`src/rtl/elbeth_operand_issue_pkg.sv`:
```
// Types and constants shared by the operand-issue stage and the elbeth ALU.
package elbeth_operand_issue_pkg;

  localparam int DATA_W_DEF = 32;
  localparam int ADDR_W_DEF = 5;

  localparam logic [3:0] ALU_ADD = 4'd0;
  localparam logic [3:0] ALU_SUB = 4'd1;
  localparam logic [3:0] ALU_OR  = 4'd3;
  localparam logic [3:0] ALU_SLT = 4'd5;

endpackage

```
`src/rtl/elbeth_regfile.sv`:
```
// General register file: r0 reads zero, two combinational read ports with
// write-through bypass, one synchronous write port.
module elbeth_regfile
  import elbeth_operand_issue_pkg::*;
#(
  parameter int DATA_W = DATA_W_DEF,
  parameter int ADDR_W = ADDR_W_DEF,
  parameter int NREGS  = 2**ADDR_W
) (
  input  logic              clk,
  input  logic              rst_n,
  input  logic [ADDR_W-1:0] rs1_addr_i,
  input  logic [ADDR_W-1:0] rs2_addr_i,
  output logic [DATA_W-1:0] rs1_data_o,
  output logic [DATA_W-1:0] rs2_data_o,
  input  logic              wb_en_i,
  input  logic [ADDR_W-1:0] wb_addr_i,
  input  logic [DATA_W-1:0] wb_data_i
);

  logic [DATA_W-1:0] regs_q [NREGS];

  always_ff @(posedge clk) begin
    if (!rst_n) begin
      for (int i = 0; i < NREGS; i++) regs_q[i] <= '0;
    end else if (wb_en_i && (wb_addr_i != '0)) begin
      regs_q[wb_addr_i] <= wb_data_i;
    end
  end

  // A write landing this edge is visible to the reader in the same cycle.
  always_comb begin
    rs1_data_o = regs_q[rs1_addr_i];
    if (rs1_addr_i == '0)                            rs1_data_o = '0;
    else if (wb_en_i && (wb_addr_i == rs1_addr_i))   rs1_data_o = wb_data_i;

    rs2_data_o = regs_q[rs2_addr_i];
    if (rs2_addr_i == '0)                            rs2_data_o = '0;
    else if (wb_en_i && (wb_addr_i == rs2_addr_i))   rs2_data_o = wb_data_i;
  end

endmodule

```
`src/rtl/elbeth_operand_issue.sv`:
```
// Operand-fetch/issue stage feeding elbeth_alu: reads operands at accept and
// holds them in a single valid/ready output register.
module elbeth_operand_issue
  import elbeth_operand_issue_pkg::*;
#(
  parameter int DATA_W = DATA_W_DEF,
  parameter int ADDR_W = ADDR_W_DEF,
  parameter int NREGS  = 2**ADDR_W
) (
  input  logic              clk,
  input  logic              rst_n,
  input  logic              in_valid,
  output logic              in_ready,
  input  logic [ADDR_W-1:0] in_rs1,
  input  logic [ADDR_W-1:0] in_rs2,
  input  logic [ADDR_W-1:0] in_rd,
  input  logic [DATA_W-1:0] in_imm,
  input  logic              in_use_imm,
  input  logic [3:0]        in_operation,
  input  logic              wb_en,
  input  logic [ADDR_W-1:0] wb_addr,
  input  logic [DATA_W-1:0] wb_data,
  input  logic              flush,
  output logic              out_valid,
  input  logic              out_ready,
  output logic [DATA_W-1:0] data_a,
  output logic [DATA_W-1:0] data_b,
  output logic [3:0]        operation,
  output logic [ADDR_W-1:0] out_rd
);

  logic [DATA_W-1:0] rs1_val, rs2_val;
  logic              accept;

  logic              valid_q, valid_d;
  logic [DATA_W-1:0] data_a_q, data_a_d;
  logic [DATA_W-1:0] data_b_q, data_b_d;
  logic [3:0]        op_q, op_d;
  logic [ADDR_W-1:0] rd_q, rd_d;

  elbeth_regfile #(
    .DATA_W (DATA_W),
    .ADDR_W (ADDR_W),
    .NREGS  (NREGS)
  ) u_regfile (
    .clk        (clk),
    .rst_n      (rst_n),
    .rs1_addr_i (in_rs1),
    .rs2_addr_i (in_rs2),
    .rs1_data_o (rs1_val),
    .rs2_data_o (rs2_val),
    .wb_en_i    (wb_en),
    .wb_addr_i  (wb_addr),
    .wb_data_i  (wb_data)
  );

  // Held low while reset is asserted so nothing is taken during reset.
  assign in_ready = rst_n && (!valid_q || out_ready);
  assign accept   = in_valid && in_ready && !flush;

  always_comb begin
    valid_d  = valid_q;
    data_a_d = data_a_q;
    data_b_d = data_b_q;
    op_d     = op_q;
    rd_d     = rd_q;
    if (flush) begin
      valid_d = 1'b0;
    end else if (accept) begin
      valid_d  = 1'b1;
      data_a_d = rs1_val;
      data_b_d = in_use_imm ? in_imm : rs2_val;
      op_d     = in_operation;
      rd_d     = in_rd;
    end else if (out_ready) begin
      valid_d = 1'b0;
    end
  end

  always_ff @(posedge clk) begin
    if (!rst_n) begin
      valid_q  <= 1'b0;
      data_a_q <= '0;
      data_b_q <= '0;
      op_q     <= '0;
      rd_q     <= '0;
    end else begin
      valid_q  <= valid_d;
      data_a_q <= data_a_d;
      data_b_q <= data_b_d;
      op_q     <= op_d;
      rd_q     <= rd_d;
    end
  end

  assign out_valid = valid_q;
  assign data_a    = data_a_q;
  assign data_b    = data_b_q;
  assign operation = op_q;
  assign out_rd    = rd_q;

endmodule

```
`config.mk`:
```
export PLATFORM = sky130hd
export DESIGN_NAME = elbeth_operand_issue
export DESIGN_NICKNAME = d
export VERILOG_FILES = /design/src/rtl/elbeth_operand_issue_pkg.sv /design/src/rtl/elbeth_regfile.sv /design/src/rtl/elbeth_operand_issue.sv
export SDC_FILE = /design/constraint.sdc
export NUM_CORES = 2
export LEC_CHECK = 0
export CAP_MARGIN = 20
export CORE_MARGIN = 2
export CORE_UTILIZATION = 45
export CTS_BUF_LIST = sky130_fd_sc_hd__clkbuf_2
export CTS_CLUSTER_DIAMETER = 80
export DETAILED_ROUTE_END_ITERATION = 8
export PLACE_DENSITY = 0.66
export SLEW_MARGIN = 20
export SYNTH_ARGS = -nofsm -noshare
export SYNTH_HDL_FRONTEND = slang
export SYNTH_SLANG_ARGS = --single-unit
```
`constraint.sdc`:
```
create_clock -name clk -period 6.9 [get_ports clk]
set_input_delay 1.035 -clock clk [delete_from_list [all_inputs] [get_ports clk]]
set_output_delay 1.035 -clock clk [all_outputs]
set_load 0.1 [all_outputs]
```
==> impl_metrics.ini <==
[outcome]
status = complete, no violations

[routing]
wl_per_cell_um = 30.7
drt-total-wl_um = 196000
drtIter0Drc = 5483
drc = 0
drt.antenna.violating_nets = 0
vias = 40428
drtPass1Iterations = 6
avgViaCountPerCell = 6.31

[synthesis]
synth_top_cell_area_share = 0.526
avgSynthCellArea_um2 = 13.8
netlist_area_um2 = 58500
synth_area_leaders = edfxtp_1 53%, mux4_2 14%, and2_1 11%, mux2_2 3.6%, mux2i_1 3.3%
ys_async_sr_fraction = 0
synth_edf_count = 1024
synth_common_cells = 1024 x edfxtp_1, 995 x and2_1, 353 x mux4_2, 313 x clkbuf_1, 222 x a22oi_1
ys_seq_area_frac = 0.551
synth_flop_cell = edfxtp_1
yosysMostFrequentCell = edfxtp_1
synth_top_cell_by_area = edfxtp_1
ys_ff_latch = 1098
syn_inst = 4251
synth_cell_types = 50
yosys_warnings = 0

[setup_path]
crit_type = flop to primary output
start_kind = flop
endpoint_kind = primary output
r2r_start = u_regfile.regs_q[31][20]$_SDFFCE_PN0P_
regToRegSetupSlack_ns = 4.19
cp.arrival_ns = 3.75
r2r_cells = 6
reg2reg_to = data_b[20]$_SDFFE_PN0P_
required_ns = 5.86
crit_fanout = 5

[floorplanning]
core.rowCount = 132
ios = 170
die_w_um = 364
core_um2 = 129000
dieArea_um2 = 133000
initial_core_util = 0.453
die_y_um = 364

[place]
placed_area_um2 = 62100
port_buffers = 169
dp.final_hpwl_um = 115000
place_congestion = 0.866

[clocking]
cts.reportedPaths.clkPinSlew_ns = 0.11
cts.sinks = 1098
cts_max_level = 5
root_buffer = clkbuf_2
numCtsBuffers = 302
clk-insertion-delay-late_ns = 1.70
cts_tree = done
post_cts_resized = 0
cts_buffer_depth = 4

[timing]
final-setup-viol-count = 0
relSlewSlack = 0.211
hold_viol_final = 0
fmax_ghz = 0.209
slew_viol_final = 0
setup-tns-final_ns = 0
period_share = 0.694
period_minus_slack_ns = 4.79
rsz0062_at_grt = no
whs_ns = 0.202
fin_skew_ns = 0.150
worst_slew_pin_slew_ns = 1.18

[grt]
grt-ovfl-total = 0
grt_pass1_wl_um = 280000
antenna_found_initial = 14
grt.total_usage = 0.294
grt_max_degree = 140
grt_pass1_vias = 40589

[worst_hold_path]
min_path_type = input pin to flop
hold_start = in_imm[19]
hold_depth = 5
holdPathEnd = data_b[19]$_SDFFE_PN0P_

[power]
p_leak_nw = 22.7
power.density_nw_per_um2 = 222
ir_worst_vdd_mv = 0.138

[finish]
drive_gt1_frac = 0.266
syn2layout_area_growth_pct = 10.9
layout.nets = 4546
nFillCells = 11160
design_area_um2 = 64800

[flow_run]
maxCapViolations = 0
-- where the power goes --
group | internal (mW) | leakage, nW | switching [mW] | total [mW]
clock | 1.80 | 1.99 | 2.77 | 4.57
combinational | 0.769 | 10.3 | 1.24 | 2.01
sequential | 7.62 | 10.4 | 0.207 | 7.83
total | 10.2 | 22.7 | 4.22 | 14.4
-- routing by layer --
| metal | track usage | share of wire | vias up |
|---|---|---|---|
| met4 | 0.115 | 0.036 | 4 |
| met1 | 0.383 | 0.38 | 20597 |
| met5 | 0 | 0.00011 | - |
| met3 | 0.0883 | 0.12 | 448 |
| met2 | 0.462 | 0.47 | 2637 |
| li1 | - | - | 16742 |
-- cell type report --
| cell class | instances | area, um2 | area share |
|---|---|---|---|
| Antenna cell | 14 | 35.0 | 0.000540 |
| Clock buffer | 442 | 2210 | 0.0341 |
| Clock inverter | 58 | 307 | 0.00473 |
| Inverter | 7 | 26.3 | 0.000405 |
| Multi-Input combinational cell | 2716 | 24800 | 0.382 |
| Sequential cell | 1098 | 32200 | 0.497 |
| Tap cell | 1742 | 2180 | 0.0336 |
| Timing Repair Buffer | 326 | 3060 | 0.0471 |
-- flip-flops by register name, summed over array words and instances, names as in the netlist --
name and cells:
data_a 32, operation 4, out_rd 5, data_b 32, out_valid 1, u_regfile.regs_q 1024
-- how the worst max path moves through the flow --
| stage | from | endpoint | slack, ns |
|---|---|---|---|
| after floorplan | wb_addr[2] | u_regfile.regs_q[12][0]$_SDFFCE_PN0P_ | 2.28 |
| after global placement | wb_en | u_regfile.regs_q[2][2]$_SDFFCE_PN0P_ | 2.00 |
| after detailed placement | wb_en | u_regfile.regs_q[30][4]$_SDFFCE_PN0P_ | 2.04 |
| after CTS | out_valid$_SDFFE_PP0P_ | in_ready | 1.98 |
| after global routing | out_valid$_SDFFE_PP0P_ | in_ready | 1.96 |
| final | out_valid$_SDFFE_PP0P_ | in_ready | 2.11 |
-- stage by stage --
stage / utilization / cells / power (mW) / setup slack (ns)
5_1_grt: 0.502 / 6402 / 14.9 / 1.96
2_1_floorplan: - / 4282 / 9.18 / 2.28
3_5_place_dp: 0.481 / 5870 / 9.94 / 2.04
4_1_cts: 0.501 / 6383 / 14.4 / 1.98
6_report: 0.502 / 6403 / 14.4 / 2.11
3_3_place_gp: 0.480 / 5866 / 9.89 / 2.00
-- critical path, stage by stage, from the launching register on --
cell and delay, ns:
dfxtp_1 0.33, nor2b_1 0.54, nor2_1 0.24, clkdlybuf4s50_1 1.04
-- cells in the final DEF, fill, tap and decap left out, drive strengths merged, types with 34 or more instances in the layout --
master / instances
clkdlybuf4s50: 153
nor2b: 37
nand2: 182
o21ai: 96
and2: 995
dfxtp: 74
a22oi: 222
mux2: 188
clkbuf: 442
a21oi: 44
buf: 155
nor2: 39
clkinv: 53
edfxtp: 1024
mux4: 353
mux2i: 194
nand4: 34
o22ai: 94
-- repair_timing --
item	4_1_cts	5_1_grt
setup buffers	0	0
hold buffers	13	5
hold endpoints to repair	70	20
-- kinds of logic after synthesis --
family / Yosys count / synth area share
XOR/XNOR: 10 / 0.00150
buffers and inverters: 468 / 0.0362
flip-flops: 1098 / 0.551
AO/OA/AOI/OAI: 622 / 0.0734
multiplexers: 735 / 0.205
other: 1 / 0.0000641
AND/OR/NAND/NOR: 1317 / 0.132
Note: power is estimated with default switching activity, not from simulation.
